$ cat src/rtl/lebug_pkg.sv
// Shared definitions for the chain accumulator slice: op codes, vector type, config counter width.
package lebug_pkg;

  localparam int VEC_N     = 8;
  localparam int LANE_W    = 32;
  localparam int CFG_CNT_W = 8;

  localparam logic [7:0] ACC_OP_PASS = 8'd0;
  localparam logic [7:0] ACC_OP_SUM  = 8'd1;
  localparam logic [7:0] ACC_OP_MAX  = 8'd2;

  typedef logic [VEC_N-1:0][LANE_W-1:0] vector_t;

  typedef enum logic {
    CHAIN_IDLE  = 1'b0,
    CHAIN_ACCUM = 1'b1
  } chain_state_e;

  // Only sum and max accumulate; every other op value is treated as pass-through.
  function automatic logic is_acc_op(input logic [7:0] op);
    return (op == ACC_OP_SUM) || (op == ACC_OP_MAX);
  endfunction

endpackage

$ cat src/rtl/acc_lane_alu.sv
// One lane of the accumulator datapath: combines base with the incoming lane value.
module acc_lane_alu
  import lebug_pkg::*;
#(
  parameter int DATA_WIDTH = LANE_W
) (
  input  logic [7:0]            op,
  input  logic [DATA_WIDTH-1:0] base,
  input  logic [DATA_WIDTH-1:0] in_lane,
  output logic [DATA_WIDTH-1:0] result,
  output logic                  sat
);

  logic [DATA_WIDTH:0] sum;

  // The extra sum bit is the carry out; when it is set the lane clamps to all ones.
  always_comb begin
    sum    = {1'b0, base} + {1'b0, in_lane};
    result = in_lane;
    sat    = 1'b0;
    case (op)
      ACC_OP_PASS: result = in_lane;
      ACC_OP_SUM: begin
        if (sum[DATA_WIDTH]) begin
          result = '1;
          sat    = 1'b1;
        end else begin
          result = sum[DATA_WIDTH-1:0];
        end
      end
      ACC_OP_MAX: result = (base > in_lane) ? base : in_lane;
      default: result = in_lane;
    endcase
  end

endmodule

$ cat src/rtl/chain_accumulator.sv
// Per-chain frame accumulator: sums or maxes the vectors of a frame, or passes them through.
module chain_accumulator
  import lebug_pkg::*;
#(
  parameter int                      N                       = VEC_N,
  parameter int                      DATA_WIDTH              = LANE_W,
  parameter int                      MAX_CHAINS              = 4,
  parameter logic [7:0]              PERSONAL_CONFIG_ID      = 8'd2,
  parameter logic [MAX_CHAINS*8-1:0] INITIAL_FIRMWARE_ACC_OP = '0,
  localparam int                     CW                      = $clog2(MAX_CHAINS)
) (
  input  logic                             clk,
  input  logic                             reset_n,
  input  logic                             tracing,
  input  logic                             valid_in,
  input  logic                             eof_in,
  input  logic                             bof_in,
  input  logic [CW-1:0]                    chainId_in,
  input  logic [7:0]                       configId,
  input  logic [7:0]                       configData,
  input  logic [N-1:0][DATA_WIDTH-1:0]     vector_in,
  output logic [N-1:0][DATA_WIDTH-1:0]     vector_out,
  output logic [CW-1:0]                    chainId_out,
  output logic                             valid_out,
  output logic                             eof_out,
  output logic                             bof_out,
  output logic                             overflow_out
);

  localparam logic [CFG_CNT_W-1:0] CFG_SLOTS = CFG_CNT_W'(MAX_CHAINS);

  logic [N-1:0][DATA_WIDTH-1:0] acc [MAX_CHAINS];
  chain_state_e                 in_frame [MAX_CHAINS];
  logic [MAX_CHAINS-1:0]        ovf;
  logic [7:0]                   fw_op [MAX_CHAINS];
  logic [CFG_CNT_W-1:0]         byte_counter;

  logic [7:0]                   cur_op;
  logic                         start;
  logic [N-1:0][DATA_WIDTH-1:0] base;
  logic [N-1:0][DATA_WIDTH-1:0] new_vec;
  logic [N-1:0]                 lane_sat;
  logic                         ovf_next;

  // A frame restarts on bof or whenever the chain is idle, so a stray mid-frame vector begins from zero.
  always_comb begin
    cur_op   = fw_op[chainId_in];
    start    = bof_in || (in_frame[chainId_in] == CHAIN_IDLE);
    base     = start ? '0 : acc[chainId_in];
    ovf_next = (!start && ovf[chainId_in]) || (|lane_sat);
  end

  for (genvar g = 0; g < N; g++) begin : g_lane
    acc_lane_alu #(.DATA_WIDTH(DATA_WIDTH)) u_alu (
      .op      (cur_op),
      .base    (base[g]),
      .in_lane (vector_in[g]),
      .result  (new_vec[g]),
      .sat     (lane_sat[g])
    );
  end

  // Outputs other than valid_out hold whenever nothing is emitted.
  always_ff @(posedge clk or negedge reset_n) begin
    if (!reset_n) begin
      vector_out   <= '0;
      chainId_out  <= '0;
      valid_out    <= 1'b0;
      eof_out      <= 1'b0;
      bof_out      <= 1'b0;
      overflow_out <= 1'b0;
      ovf          <= '0;
      byte_counter <= '0;
      for (int c = 0; c < MAX_CHAINS; c++) begin
        acc[c]      <= '0;
        in_frame[c] <= CHAIN_IDLE;
        fw_op[c]    <= INITIAL_FIRMWARE_ACC_OP[c*8 +: 8];
      end
    end else begin
      valid_out <= 1'b0;
      if (tracing) begin
        if (valid_in) begin
          if (is_acc_op(cur_op)) begin
            if (eof_in) begin
              vector_out           <= new_vec;
              valid_out            <= 1'b1;
              eof_out              <= 1'b1;
              bof_out              <= 1'b1;
              chainId_out          <= chainId_in;
              overflow_out         <= ovf_next;
              in_frame[chainId_in] <= CHAIN_IDLE;
              ovf[chainId_in]      <= 1'b0;
            end else begin
              acc[chainId_in]      <= new_vec;
              in_frame[chainId_in] <= CHAIN_ACCUM;
              ovf[chainId_in]      <= ovf_next;
            end
          end else begin
            vector_out   <= vector_in;
            valid_out    <= 1'b1;
            eof_out      <= eof_in;
            bof_out      <= bof_in;
            chainId_out  <= chainId_in;
            overflow_out <= 1'b0;
          end
        end
      end else if (configId == PERSONAL_CONFIG_ID) begin
        if (byte_counter < CFG_SLOTS) begin
          fw_op[byte_counter[CW-1:0]] <= configData;
        end
        if (byte_counter != '1) begin
          byte_counter <= byte_counter + 1'b1;
        end
      end else begin
        byte_counter <= '0;
      end
    end
  end

endmodule

$ cat config.mk
export PLATFORM = sky130hd
export DESIGN_NAME = chain_accumulator
export DESIGN_NICKNAME = d
export VERILOG_FILES = /design/src/rtl/lebug_pkg.sv /design/src/rtl/acc_lane_alu.sv /design/src/rtl/chain_accumulator.sv
export SDC_FILE = /design/constraint.sdc
export NUM_CORES = 2
export LEC_CHECK = 0
export ABC_CLOCK_PERIOD_IN_PS = 7300
export BUFFER_PORTS_ARGS = -buffer_cell sky130_fd_sc_hd__buf_2
export CAP_MARGIN = 30
export CELL_PAD_IN_SITES_DETAIL_PLACEMENT = 0
export CELL_PAD_IN_SITES_GLOBAL_PLACEMENT = 1
export CORE_MARGIN = 3
export CORE_UTILIZATION = 30
export DETAILED_ROUTE_END_ITERATION = 12
export GPL_ROUTABILITY_DRIVEN = 1
export GPL_TIMING_DRIVEN = 0
export HOLD_SLACK_MARGIN = 0.03
export PLACE_DENSITY = 0.67
export SLEW_MARGIN = 10
export SYNTH_ARGS = -nofsm -noshare
export SYNTH_HDL_FRONTEND = slang
export SYNTH_SLANG_ARGS = --single-unit
$ cat constraint.sdc
create_clock -name clk -period 7.3 [get_ports clk]
set_clock_uncertainty 0.05 [all_clocks]
set_input_delay 0.365 -clock clk [delete_from_list [all_inputs] [get_ports clk]]
set_output_delay 0.365 -clock clk [all_outputs]
set_load 0.03 [all_outputs]
* Word-level counts from Yosys, hierarchy flattened
Cells that the tools add are included.
** Operators by class
- Add/sub/neg operators :: 9
- Magnitude comparators :: 15
- Eq/ne operators :: 6
- Mux-type cells :: 80
- Bitwise logic cells :: 10
- Reduce and logical (&&, ||, !) cells :: 14
** Operators by type and width (count)
- $mux W256 :: 6
- $bwmux W1024 :: 1
- $bmux W256 S2 :: 1
- $demux W256 S2 :: 1
- $mux W32 :: 16
- $pmux W32 S2 :: 8
- $add A32 B32 Y33 :: 8
- $gt A32 B32 Y1 :: 8
- $mux W8 :: 5
- $bwmux W32 :: 1
- $mux W1 :: 30
- $bmux W8 S2 :: 1
- $demux W8 S2 :: 1
- $eq A8 B2 Y1 const B :: 2
- $reduce_and A3 Y1 :: 3
- $add A8 B1 Y8 const B :: 1
- $and A4 B4 Y4 :: 2
- $eq A8 B1 Y1 const B :: 1
- $lt A8 B3 Y1 const B :: 1
- $mux W4 :: 2
- $ne A8 B8 Y1 const B :: 1
- $not A4 Y4 :: 2
- $reduce_or A8 Y1 :: 1
- $ge A3 B3 Y1 const B :: 2
- 17 further kinds :: 29
** Storage, ports and cells
- Register bits :: 1334
- Bits of input ports :: 280
- Logic and storage cells :: 189

* Depth between registers and ports, before layout
- Depth in word-level cells :: 14
- Depth in mapped cells :: 22
- Depth with buffers taken out :: 18

* Hierarchy
From an unflattened synthesis, not the netlist that was laid out.
** Second synthesis, totals
- Cells, all modules :: 8146
- Area, all modules :: 87615.3 um2
** Modules (own cells, without submodules)
- chain_accumulator :: instances 1, cells an instance 4162, area an instance 60493.0 um2
- acc_lane_alu at g_lane[0].u_alu ... :: instances 5, cells an instance 499, area an instance 3388.2 um2
- acc_lane_alu at g_lane[7].u_alu :: instances 1, cells an instance 508, area an instance 3489.6 um2
- acc_lane_alu at g_lane[6].u_alu :: instances 1, cells an instance 491, area an instance 3405.8 um2
- acc_lane_alu at g_lane[1].u_alu :: instances 1, cells an instance 490, area an instance 3285.7 um2

* Worst setup path after synthesis
Ideal clock, no wire load.
- Path type :: input to register
- Start point :: in chainId_in[0]
- End point :: reg acc[669] (netlist name)
- Setup time :: 144 ps
- Data arrival time :: 5011 ps
- Data required time :: 7106 ps
- Slack :: 2094 ps
- Stages on the path :: 17
- Path buffers :: 4
- Cell sequence :: buf_2 -> buf_2 -> clkbuf_1 -> buf_1 -> mux4_2 -> and2_1 -> ha_1 -> or2_2 -> o211ai_1 -> a311oi_2 -> a311oi_1 -> or3_1 -> a21oi_2 -> o41ai_1 -> mux2_1 -> a222oi_1 -> a21oi_1
** Between the ends
- Cells in the longest elaborated chain, start to end :: 11
- Elaborated cells between the ends (all ways) :: 28
** Ends and longest elaborated chain
- start: declaration :: RTL line chain_accumulator.sv:18 : input logic [CW-1:0] chainId_in,
- $not A2 Y3 (implied by the code) (*)
- $bmux W1 S2 :: RTL line chain_accumulator.sv:48 : start = bof_in || (in_frame[chainId_in] == CHAIN_IDLE);
- $mux W1 (implied by the code) (2 in a row) :: RTL line chain_accumulator.sv:48
- $not A1 Y1 :: RTL line chain_accumulator.sv:48
- $logic_or A1 B1 Y1 :: RTL line chain_accumulator.sv:48
- $mux W256 :: RTL line chain_accumulator.sv:49 : base = start ? '0 : acc[chainId_in];
- $add A32 B32 Y33 or $gt A32 B32 Y1 (tied branches) :: RTL line acc_lane_alu.sv:18, acc_lane_alu.sv:31
- $mux W32 (on tied branches) :: RTL line acc_lane_alu.sv:24, acc_lane_alu.sv:31
- $pmux W32 S2 :: RTL line acc_lane_alu.sv:21 : case (op)
- $bwmux W1024 :: RTL line chain_accumulator.sv:94 : acc[chainId_in] <= new_vec;
- end signal: indexed assignment :: RTL line chain_accumulator.sv:94
- end: declaration :: RTL line chain_accumulator.sv:32 : logic [N-1:0][DATA_WIDTH-1:0] acc [MAX_CHAINS];
Every way passes the cells marked *; elsewhere a longest branch is shown, timed or not. The select of a mux whose other input is x is not followed.
A chain may end at the register's enable or synchronous reset.

* Worst setup path in the final report
- Start point :: in chainId_in[1]
- End point :: reg overflow_out
** Between the ends
- Cells in the longest elaborated chain, start to end :: 14
- Elaborated cells between the ends (all ways) :: 50
** Ends and longest elaborated chain
- $not A2 Y3 (implied by the code) :: RTL line chain_accumulator.sv:47, chain_accumulator.sv:48, chain_accumulator.sv:49
- $bmux W1 S2 :: RTL line chain_accumulator.sv:48
- $mux W1 (implied by the code) (2 in a row) :: RTL line chain_accumulator.sv:48
- $not A1 Y1 :: RTL line chain_accumulator.sv:48
- $logic_or A1 B1 Y1 :: RTL line chain_accumulator.sv:48
- $mux W256 :: RTL line chain_accumulator.sv:49
- $add A32 B32 Y33 :: RTL line acc_lane_alu.sv:18 : sum = {1'b0, base} + {1'b0, in_lane};
- $mux W1 :: RTL line acc_lane_alu.sv:24 : if (sum[DATA_WIDTH]) begin
- $mux W1 :: RTL line acc_lane_alu.sv:21
- $reduce_or A8 Y1 :: RTL line chain_accumulator.sv:50 : ovf_next = (!start && ovf[chainId_in]) || (|lane_sat);
- $logic_or A1 B1 Y1 :: RTL line chain_accumulator.sv:50
- $mux W1 :: RTL line chain_accumulator.sv:84 : if (eof_in) begin
- $mux W1 :: RTL line chain_accumulator.sv:83 : if (is_acc_op(cur_op)) begin
- end signal: assignment :: RTL line chain_accumulator.sv:90 : overflow_out <= ovf_next;
- end: declaration :: RTL line chain_accumulator.sv:27 : output logic overflow_out
Parallel ways exist; a longest one is shown, timed or not. The select of a mux whose other input is x is not followed.

==> results.toml <==
[power]
p_int_uw = 13100
power_uw = 18500
power_frac_seq_pct = 42.7
p_sw_share_pct = 29.5
power_switching_uw = 5470
power_leakage_uw = 0.0456
powerDensity_mw_per_mm2 = 190
ir_drop_uv = 250
pwr-share-comb_pct = 14.3
clkPwrFrac_pct = 43.0

[timing]
min_period_ns = 7.36
slew_violations = 0
period_share_pct = 101
tightest_slew_ns = 1.29
maxSlewHeadroom_pct = 14.1
hold_slack_ns = 0.0636
fin_setup_tns_ns = -0.140
hold_violations = 0
setup_viol = 5
rsz0062_at_grt = "true"
setup_slack_ns = -0.0634
fmax_mhz = 136

[global_routing]
grt_max_degree = 156
grt_pass1_vias = 73700
grt_overflow = 0
grt_pass1_wl_microns = 534000
grt.total_usage_pct = 26.3
antenna_found_initial = 84

[critical_path]
end_kind = "register"
cp.arrival_ns = 8.04
crit_required_ns = 7.97
crit_type = "input pin to register"
cp-start-kind = "input pin"
crit_fanout = 10

[cts]
cts.path.max_buffers = 3
tritoncts = "yes"
htreeDepth = 4
cts_root_buffer = "clkbuf_16"
numCtsBuffers = 156
clk_latency_ns = 0.85
cts_num_sinks = 1334
path_clk_slew_ns = 0.06

[logic_synthesis]
syn_area_per_cell_sq_um = 9.24
synth-async-reset-ratio_pct = 100
syn_inst = 8767
synth.area.top_cells = "dfrtp_1 41%, ha_1 8.2%, a21oi_1 8.1%"
yosysTopAreaCellShare_pct = 41.2
synthesis.area_sq_mm = 0.0810
synth.most_common_cell = "dfrtp_1"
synth_commonest_cells = "1334 x dfrtp_1, 1307 x a21oi_1, 1068 x nor2_1"
yosys.area.top_type = "dfrtp_1"
synth_edf_count = 0
synth_seq_cells = 1334
synth_ff_type = "dfrtp_1"
yosysWarnings = 0
synth-seq-area-share_pct = 41.2
synth.distinct_cells = 104
synth_fp_nets = 9587

[finish]
drive_gt1_share_pct = 15.8
final_nets = 10700
design_area_sq_mm = 0.0977
final_cells = 13500
area_growth_pct = 20.6

[routing]
via_count = 75500
wl_per_cell_microns = 27.7
final_antenna_net_count = 0
drc = 0
drt-total-wl_microns = 375000
first_pass_iters = 7
via_per_inst = 5.57
drtIter0Drc = 7817

[placement]
dp_cells = 13000
place_area_sq_mm = 0.0897
dp_hpwl_microns = 289000
io_buffers = 539
place_congestion = 0.953

[floorplan]
die_y_microns = 526
core-area_sq_mm = 0.268
die_w_microns = 526
start_util_pct = 30.2
io_pins = 542
die-area_sq_mm = 0.276
row_count = 190

[hold_path]
min_path_type = "input pin to register"

[status]
violations = "negative setup slack"
status = "complete, but fails checks"

[flow_run]
maxCapViolations = 0
## what timing repair did
| action | CTS | global route |
|---|---|---|
| gates resized for setup | 3 | 37 |
| hold endpoints to repair | 1011 | 40 |
| pin swaps | 0 | 2 |
| hold buffers | 222 | 17 |
| setup buffers | 0 | 2 |
| endpoints found under the setup margin | 10 | 201 |
## final timing paths
path                                 start         endpoint  slack [ns]  cells past startpoint
setup / recovery             chainId_in[1]     overflow_out       -0.06                     19
hold reg to reg            vector_out[146]  vector_out[146]        0.42                      2
max in group asynchronous          reset_n         acc[653]        3.54                      8
hold / removal              vector_in[223]  vector_out[223]        0.06                      3
setup reg to reg                  register     overflow_out       -0.06                     21
min in group asynchronous          reset_n   vector_out[35]        0.59                      4
## per-stage QoR
step | util (%) | worst slack [ns]
floorplan | - | 2.09
global placement | 32.8 | -23.62
detailed placement | 33.4 | -1.14
CTS | 36.2 | 0.0388
global route | 36.4 | -0.216
finish | 36.4 | -0.0634
## state kept, by name, indices dropped and copies added (netlist names), named ones only
name	count
acc	1024
bof_out	1
byte_counter	8
chainId_out	2
eof_out	1
fw_op	32
overflow_out	1
ovf	4
valid_out	1
vector_out	256
## cell usage in the layout (no fill, tap or decap), drive strengths merged, types with 80 or more instances in the layout
master       instances
o21ai              641
dlygate4sd3        238
clkbuf             596
nor2              1070
mux4               259
a221oi             232
nand2              663
buf                878
xnor2              184
inv                507
ha                 532
nor3               107
nor2b               80
dfrtp             1334
a21oi             1309
and2               267
## power by group through the flow
stage | clock network, uW | logic, uW | registers [uW]
floorplan | 0 | 971 | 8330
finish | 7980 | 2650 | 7910
global route | 8400 | 2840 | 7940
detailed placement | 0 | 2500 | 8040
CTS | 8100 | 2630 | 7910
global placement | 0 | 2420 | 8040
## metal layers
layer	vias to the layer above	routed length (microns)	share of wire, %	track usage, %
met5	-	201	0.054	0
met4	34	18300	4.9	11.6
met3	624	34800	9.3	7.18
met2	3446	163000	43	39.5
met1	38100	159000	42	35.2
li1	33300	-	-	-
## cell families (layout without fill, tap and decap cells)
logic type,after synthesis,after routing,share of synthesized area [%]
adders and majority gates,540,540,8.42
and+or+nand+nor,2581,2581,14.5
xor gates and xnor gates,200,200,2.16
DFF,1334,1334,41.2
AOI/OAI and AO/OA,2713,2713,20.3
muxes,330,330,8.17
buffers and inverters,1069,2258,5.21
other,0,38,0
## final cells by class
type / count / area (sq um)
multi-input cells: 6364 / 43600
clock buffers: 228 / 4600
well taps: 3552 / 4440
fillers: 27300 / 171000
plain buffers: 573 / 2420
inverters: 496 / 1860
flip-flops and latches: 1334 / 33400
diodes: 38 / 95.1
repair buffers: 911 / 6710
clock inverters: 50 / 542
## critical path, stage by stage
cell and delay (ns):
buf_2 0.09, buf_2 0.38, buf_1 0.53, buf_6 0.25
clkbuf_1 0.73, clkbuf_2 0.61, mux4_2 0.40, and2_1 0.22
ha_1 0.41, o21bai_1 0.16, a2111oi_0 0.41, nor2_1 0.17
o21ai_1 0.30, o211ai_1 0.25, a41oi_2 0.76, nand4_1 0.63
nor4_2 0.69, o21ai_1 0.28, a32o_1 0.32
(Power assumes the default switching activity.)
